==> config.mk <==
export PLATFORM = sky130hd
export DESIGN_NAME = seq_restoring_divider
export DESIGN_NICKNAME = d
export VERILOG_FILES = /design/src/rtl/seq_restoring_divider_pkg.sv /design/src/rtl/seq_restoring_divider_trial_subtractor.sv /design/src/rtl/seq_restoring_divider.sv
export SDC_FILE = /design/constraint.sdc
export NUM_CORES = 1
export LEC_CHECK = 0
export ABC_CLOCK_PERIOD_IN_PS = 6900
export CAP_MARGIN = 10
export CORE_MARGIN = 3
export CORE_UTILIZATION = 55
export DETAILED_ROUTE_END_ITERATION = 7
export PLACE_DENSITY = 0.81
export SLEW_MARGIN = 25
export SYNTH_ARGS = -nofsm -noshare
export SYNTH_HDL_FRONTEND = slang
export SYNTH_SLANG_ARGS = --single-unit
==> constraint.sdc <==
create_clock -name Clk -period 6.9 [get_ports Clk]
set_input_delay 0.69 -clock Clk [delete_from_list [all_inputs] [get_ports Clk]]
set_output_delay 0.69 -clock Clk [all_outputs]
set_load 0.02 [all_outputs]
==> src/rtl/seq_restoring_divider_pkg.sv <==
// Shared calculator constants: divider state encoding, default datapath width
// and the quotient fill value reported for a zero divisor.
package seq_restoring_divider_pkg;

    localparam int DEFAULT_WIDTH = 8;

    // Each quotient bit is forced to this value when the divisor is zero.
    localparam logic DIV0_FILL_BIT = 1'b1;

    typedef enum logic [1:0] {
        ST_IDLE = 2'b00,
        ST_CALC = 2'b01,
        ST_FIN  = 2'b10
    } div_state_t;

endpackage

==> src/rtl/seq_restoring_divider_trial_subtractor.sv <==
// Combinational ripple subtractor (A - B) built from full-subtractor cells.
// Used for the trial subtraction of the divisor from the partial remainder.
module trial_subtractor #(
    parameter int N = 9
) (
    input  logic [N-1:0] A,
    input  logic [N-1:0] B,
    output logic [N-1:0] Diff,
    output logic         BorrowOut
);

    logic [N:0] w_borrow;

    assign w_borrow[0] = 1'b0;

    for (genvar i = 0; i < N; i++) begin : g_cell
        assign Diff[i]       = A[i] ^ B[i] ^ w_borrow[i];
        assign w_borrow[i+1] = (~A[i] & B[i]) | (~(A[i] ^ B[i]) & w_borrow[i]);
    end

    assign BorrowOut = w_borrow[N];

endmodule

==> src/rtl/seq_restoring_divider.sv <==
// Unsigned multi-cycle restoring divider: one quotient bit per clock, driven by
// a Start/Busy/Done handshake from the calculator control FSM.
module seq_restoring_divider
    import seq_restoring_divider_pkg::*;
#(
    parameter int WIDTH = DEFAULT_WIDTH
) (
    input  logic             Clk,
    input  logic             Rst,
    input  logic             Start,
    input  logic [WIDTH-1:0] Dividend,
    input  logic [WIDTH-1:0] Divisor,
    output logic             Busy,
    output logic             Done,
    output logic [WIDTH-1:0] Quotient,
    output logic [WIDTH-1:0] Remainder,
    output logic             DivByZero
);

    localparam int CW = (WIDTH > 1) ? $clog2(WIDTH) : 1;

    div_state_t       r_state;
    logic [WIDTH-1:0] r_rem;
    logic [WIDTH-1:0] r_qs;
    logic [WIDTH-1:0] r_divisor;
    logic [CW-1:0]    r_count;
    logic             r_busy;
    logic             r_done;
    logic [WIDTH-1:0] r_quotient;
    logic [WIDTH-1:0] r_remainder;
    logic             r_dbz;

    logic [WIDTH:0]   w_partial;
    logic [WIDTH:0]   w_diff;
    logic             w_borrow;
    logic [WIDTH-1:0] w_next_rem;
    logic [WIDTH-1:0] w_next_qs;
    logic             w_unused_diff_msb;

    // Shift the next dividend bit into the partial remainder before the trial.
    assign w_partial = {r_rem, r_qs[WIDTH-1]};

    trial_subtractor #(
        .N(WIDTH + 1)
    ) u_trial_subtractor (
        .A        (w_partial),
        .B        ({1'b0, r_divisor}),
        .Diff     (w_diff),
        .BorrowOut(w_borrow)
    );

    // A non-borrowing difference is below the divisor, so its MSB is always 0.
    assign w_unused_diff_msb = w_diff[WIDTH];
    assign w_next_rem        = w_borrow ? w_partial[WIDTH-1:0] : w_diff[WIDTH-1:0];
    assign w_next_qs         = {r_qs[WIDTH-2:0], ~w_borrow};

    // NOTE: all state updates use non-blocking assignments so every register
    // samples pre-edge values, independent of statement order.
    always_ff @(posedge Clk or negedge Rst) begin
        if (!Rst) begin
            r_state     <= ST_IDLE;
            r_rem       <= '0;
            r_qs        <= '0;
            r_divisor   <= '0;
            r_count     <= '0;
            r_busy      <= 1'b0;
            r_done      <= 1'b0;
            r_quotient  <= '0;
            r_remainder <= '0;
            r_dbz       <= 1'b0;
        end else begin
            case (r_state)
                ST_IDLE, ST_FIN: begin
                    r_state <= ST_IDLE;
                    r_busy  <= 1'b0;
                    r_done  <= 1'b0;
                    if (Start) begin
                        if (Divisor == '0) begin
                            r_state     <= ST_FIN;
                            r_done      <= 1'b1;
                            r_quotient  <= {WIDTH{DIV0_FILL_BIT}};
                            r_remainder <= Dividend;
                            r_dbz       <= 1'b1;
                        end else begin
                            r_state   <= ST_CALC;
                            r_busy    <= 1'b1;
                            r_rem     <= '0;
                            r_qs      <= Dividend;
                            r_divisor <= Divisor;
                            r_count   <= CW'(WIDTH - 1);
                        end
                    end
                end
                ST_CALC: begin
                    r_rem   <= w_next_rem;
                    r_qs    <= w_next_qs;
                    r_count <= r_count - 1'b1;
                    if (r_count == '0) begin
                        r_state     <= ST_FIN;
                        r_busy      <= 1'b0;
                        r_done      <= 1'b1;
                        r_quotient  <= w_next_qs;
                        r_remainder <= w_next_rem;
                        r_dbz       <= 1'b0;
                    end
                end
                default: begin
                    r_state <= ST_IDLE;
                    r_busy  <= 1'b0;
                    r_done  <= 1'b0;
                end
            endcase
        end
    end

    assign Busy      = r_busy;
    assign Done      = r_done;
    assign Quotient  = r_quotient;
    assign Remainder = r_remainder;
    assign DivByZero = r_dbz;

endmodule

==> results of run 1 <==
[metal layers]
metal  track usage  vias to the layer above  share of wire
met2         0.338                       45           0.51
met5             0                        -              0
li1              -                      819              -
met1         0.261                      822           0.43
met4        0.0438                        0          0.010
met3        0.0412                        8          0.049
[through the flow]
| step | cell area [sq um] | power, uW | utilization | worst slack [ns] | hold slack (ns) |
|---|---|---|---|---|---|
| global placement | 2650 | 1280 | 0.692 | 2.61 | 0.469 |
| detailed placement | 2650 | 1310 | 0.692 | 2.46 | 0.476 |
| CTS | 2730 | 1480 | 0.713 | 2.44 | 0.497 |
| finish | 2730 | 1470 | 0.714 | 2.44 | 0.384 |
| floorplan | 2290 | 1070 | - | 2.84 | 0.394 |
| global route | 2730 | 1590 | 0.714 | 2.26 | 0.428 |
[power groups by stage]
| stage | clock, uW | combinational [uW] | sequential [uW] |
|---|---|---|---|
| 2_1_floorplan | 0 | 518 | 548 |
| 6_report | 160 | 800 | 506 |
| 3_3_place_gp | 0 | 776 | 505 |
| 3_5_place_dp | 0 | 804 | 509 |
| 5_1_grt | 175 | 893 | 523 |
| 4_1_cts | 162 | 810 | 505 |
[cell type report]
type,instances,area [sq um]
fill,290,1100
inverter,11,41.3
multi-input combinational,151,996
sequential,47,1180
clock buffer,7,76.3
tap,48,60.1
timing repair buffer,38,375
clock inverter,1,5.00
[cell usage after synthesis, types with 4 or more instances]
| cell type | n |
|---|---|
| dfrtp_1 | 47 |
| fa_1 | 7 |
| buf_2 | 5 |
| a21o_1 | 4 |
| o32ai_1 | 5 |
| o31ai_1 | 5 |
| o21ai_0 | 5 |
| a21oi_1 | 24 |
| nand2_1 | 45 |
| nor2_1 | 19 |
| and2_1 | 5 |
| mux2_4 | 5 |
| inv_1 | 11 |
| o22a_1 | 8 |
[registers in the layout (all words and copies together), names as in the netlist]
| register | count |
|---|---|
| r_count | 3 |
| DivByZero | 1 |
| Quotient | 8 |
| Busy | 1 |
| r_state | 2 |
| r_rem | 8 |
| r_qs | 8 |
| Remainder | 8 |
| r_divisor | 8 |
[cell families (layout without fill, tap and decap cells)]
| family | count (synthesis) | after routing | synth area share |
|---|---|---|---|
| compound gates | 57 | 57 | 0.164 |
| buf+inv | 23 | 57 | 0.0519 |
| fa+ha+maj | 10 | 10 | 0.0776 |
| flops | 47 | 47 | 0.513 |
| mux | 5 | 5 | 0.0328 |
| simple gates | 79 | 79 | 0.161 |
[worst max-delay path, cell delays in order (launching register included)]
cell      delay (ns)
dfrtp_1         0.37
inv_1           0.05
ha_1            0.20
fa_1            0.38
fa_1            0.39
fa_1            0.39
fa_1            0.40
fa_1            0.39
fa_1            0.39
fa_1            0.42
nand2b_1        0.40
and2_1          0.24
o31ai_1         0.08
mux2_4          0.26
[worst paths after layout]
kind / endpoint / slack (ns) / from / cells after the start
min in group Clk: Quotient[4]$_DFFE_PN0P_ / 0.49 / Quotient[4]$_DFFE_PN0P_ / 1
worst min register to register: Quotient[4]$_DFFE_PN0P_ / 0.49 / Quotient[4]$_DFFE_PN0P_ / 1
worst max register to register: Remainder[3]$_DFFE_PN0P_ / 2.44 / r_qs[7]$_DFFE_PN0P_ / 13
max in group asynchronous: DivByZero$_DFFE_PN0P_ / 6.12 / Rst / 1
worst min-delay path: Quotient[2]$_DFFE_PN0P_ / 0.38 / Rst / 1
worst max-delay path: Remainder[3]$_DFFE_PN0P_ / 2.44 / r_qs[7]$_DFFE_PN0P_ / 13
==> metrics, run 1 <==
status complete, no violations; Synth Flop Type dfrtp_1; Clock Pin Slew Worst Setup and Hold Paths roughly 0.080 ns; Comb pwr share 0.546; Die ar. around 5000 sq um; ys async rst share 1.00; # rows 22; Max IR drop VDD between 0.3 and 0.4 mV; layout cell share with drive strength beyond 1 0.0667; CTS resizes 0; Least-Margin Pin Slew around 0.79 ns; area leader, netlist dfrtp_1; Synth area leaders dfrtp_1 51%, nand2_1 7.4%, fa_1 6.1%; post-synthesis sequential area ratio 0.513; num ports 38; CP arrival approximately 4.7 ns; NetSw between 600 and 700 uW; net count after synthesis 250; Post-CTS Hold Buffers 0; vias in the first global route roughly 1700; drt total wl 4700 microns; register share of total power 0.345; Post-Synthesis Cells about 220; Max Slew Vio Count 0; CTS buffer count 5; Worst setup EP type flop; final RePlAce weighted congestion about 0.8; Setup Viol. Count Final 0; nets ~280; vias per inst 5.59; max frequency ~220 MHz; TritonCTS clock tree built; Final Critical Period roughly 4.5 ns; critical path class flop to flop; Clk Latency, worst-skew pair 0.30 ns; clock buffer depth 2; static leakage power 0.00123 uW; Max-Slew Margin vs Limit 0.472; Int Pwr 845 uW; top cell type's share of synthesized area 0.513; Die Y around 71 microns; Cells after DPL between 200 and 300; Avg Cell Area, Syn around 10 sq um; Yosys warnings 0; EDFF count, synth 0; Iter 0 DRT Violations around 120; Starting Density 0.599; DR DRC count 0; largest net degree at the start of global routing 48; Routed Antenna Nets 0; Post-Syn Area ~2300 sq um; Clk pwr share 0.109; via count approximately 1700; clock sink count 47; CP max FO 15; Sum Neg Setup Slack 0 ns; Clock H-tree levels 2; FF+latch count, synth 47; most common cell after layout, fill and taps aside dfrtp_1; RSZ-0062 raised after global routing no; clk_skew ~0.0045 ns; Sw Ratio 0.423; Pwr Density around 540 nW/um^2; per-cell routed wire length around 16 microns; period utilization 0.647; final number of hold-violating endpoints 0; initial antenna violation count 0; Global Route Usage Sum 0.197; CTS root buffer clkbuf_8; Worst EP required between 7 and 8 ns; Diodes inserted 0; width of the die between 70 and 80 microns; first-pass GRT wire length slightly below 8000 microns; Syn-to-layout area delta 19.2%; Hold/Removal Path Class input pin to asynchronous set/reset pin; post-CTS setup buffers 0; drt first pass iters 4; Unique masters post-synth 27; max_cap viols 0; commonest non-fill, non-tap cells in the layout 47 x dfrtp_1, 45 x nand2_1, 36 x clkdlybuf4s50_1; grt ovf 0; final cell count without fillers slightly above 300; Post-DP HPWL around 3400 microns; Buffers on Ports 37; startpoint types flop; core box area between 3000 and 4000 sq um
Power figures use the tool's default switching activity.
==> run 2: changes to the inputs <==
Settings changed: ABC_CLOCK_PERIOD_IN_PS 6900 to 3600, CORE_UTILIZATION 55 to 48, PLACE_DENSITY 0.81 to 0.75.
Clock period 6.9 ns to 3.6 ns, I/O delays scaled along.
==> run 2 against run 1 <==
Effect of this change: the flow now finishes with violations (negative setup slack); maximum frequency increased by 16%; register-to-register slack got worse by 2.7 ns; die area grew 13%; final cell count rose by 5.6%; clock power up 90%; core utilization fell by 6.1 points.
==> metrics, run 2 (synthesis results as in run 1) <==
largest net degree at the start of global routing 48; post-place setup slack -0.297 ns; CP max-delay cell fa_2; status complete, but fails checks; final number of hold-violating endpoints 0; # fillers about 380; first-pass GRT wire length 8360 microns; RSZ-0062 raised after global routing yes; Worst EP required between 3 and 4 ns; per-cell routed wire length between 15 and 20 microns; Buffers on Ports 37; grt ovf 0; Crit path buffers/inverters 1; Post-DP HPWL 3590 microns; CP arrival 4.04 ns; clock buffer depth 2; Worst setup EP type flop; placed cell area about 2800 sq um; width of the die between 70 and 80 microns; critical path's largest stage delay roughly 0.41 ns; drt total wl 5100 microns; drt first pass iters 4; critical path class flop to flop; period utilization 1.07; failing checks negative setup slack; final RePlAce weighted congestion 0.851; Routed Antenna Nets 0; Setup Viol. Count Final 17; Diodes inserted 0; post-CTS setup buffers 0; nets around 300; num ports 38; final worst setup slack -0.250 ns; Max IR drop VDD about 0.47 mV; initial antenna violation count 0; most common cell after layout, fill and taps aside dfrtp_1; vias per inst 5.47; Cells after DPL between 300 and 400; vias in the first global route ~1700; Sum Neg Setup Slack -2.65 ns; via count 1750; final instance area about 2900 sq um; # rows 24; CTS buffer count 5; max_cap viols 0; Max-Slew Margin vs Limit 0.474; TritonCTS clock tree built; clk_skew about 0.012 ns; Global Route Usage Sum 0.197; CP max FO 7; crit-path cells inv_1 > ha_2 > fa_2 > fa_2 > fa_2 > fa_2 > fa_2 > fa_2 > fa_2 > nand2b_2 > and2_1 > o31ai_1 > mux2_4; final cell count without fillers 320; Syn-to-layout area delta 27.5%; clock sink count 47; CP dominant cell by count fa_2; static leakage power about 0.0013 uW; final hold slack around 0.057 ns; CTS root buffer clkbuf_8; Clk Latency, worst-skew pair 0.30 ns; Hold/Removal Path Class input pin to asynchronous set/reset pin; core box area 4470 sq um; Max Slew Vio Count 0; Die ar. 5640 sq um; Clock Pin Slew Worst Setup and Hold Paths 0.08 ns; Die Y between 70 and 80 microns; commonest non-fill, non-tap cells in the layout 47 x dfrtp_1, 45 x nand2_1, 36 x clkdlybuf4s50_1; Final Critical Period roughly 3.9 ns; Starting Density 0.512; DR DRC count 0; startpoint types flop; Least-Margin Pin Slew around 0.79 ns; Post-CTS Hold Buffers 0; layout cell share with drive strength beyond 1 0.194; Iter 0 DRT Violations around 130; max frequency 260 MHz; Clock H-tree levels 2; family with the most delay on the worst path adder cells; Pwr Density about 1100 nW/um^2
==> run 2: cell types whose count changed in the layout (fill, tap and decap cells not counted), sizes merged <==
| cell | delta |
|---|---|
| buf | +13 |
| clkbuf | -2 |
| clkinv | +1 |
| nand2b | +1 |
==> run 2: timing repair <==
action                                  in CTS  in global routing
cloned                                       1                  0
gates resized for setup                      5                  4
hold endpoints to repair                     0                  0
endpoints found under the setup margin      17                 18
pin swaps                                    1                  2
==> run 2: metrics by stage <==
step / total power, uW / util
global placement: 2780 / 0.626
finish: 3260 / 0.653
CTS: 3220 / 0.649
floorplan: 2120 / -
detailed placement: 2830 / 0.626
global route: 3550 / 0.653
==> run 2: layout make-up <==
cell class	count	area [sq um]	area share
sequential	47	1180	0.403
multi-input combinational	152	1080	0.370
timing repair buffer	51	477	0.163
clock buffer	5	68.8	0.0236
tap	52	65.1	0.0223
inverter	11	41.3	0.0141
clock inverter	2	13.8	0.00471
==> run 2: path summary, 6_finish.rpt <==
kind | from | to | slack (ns) | cells after the start
max | r_qs[7]$_DFFE_PN0P_ | Remainder[1]$_DFFE_PN0P_ | -0.25 | 13
min | Rst | r_divisor[2]$_DFFE_PN0P_ | 0.06 | 1
max reg2reg | r_qs[7]$_DFFE_PN0P_ | Remainder[1]$_DFFE_PN0P_ | -0.25 | 13
min reg2reg | Quotient[5]$_DFFE_PN0P_ | Quotient[5]$_DFFE_PN0P_ | 0.49 | 1
max in group asynchronous | Rst | r_divisor[5]$_DFFE_PN0P_ | 3.13 | 1
min in group Clk | Quotient[5]$_DFFE_PN0P_ | Quotient[5]$_DFFE_PN0P_ | 0.49 | 1
==> run 2: routing by layer <==
| metal | GRT usage | up-vias | part of all wire |
|---|---|---|---|
| met3 | 0.0374 | 7 | 0.028 |
| met2 | 0.321 | 31 | 0.50 |
| met5 | 0 | - | 0 |
| met4 | 0.0553 | 0 | 0.015 |
| met1 | 0.269 | 862 | 0.46 |
| li1 | - | 850 | - |
==> run 2: power by group <==
| part | total (uW) | internal, uW | switching [uW] | leakage (uW) |
|---|---|---|---|---|
| combinational | 1980 | 1020 | 955 | 0.000719 |
| clock | 304 | 133 | 171 | 0.0000440 |
| sequential | 975 | 790 | 185 | 0.000549 |
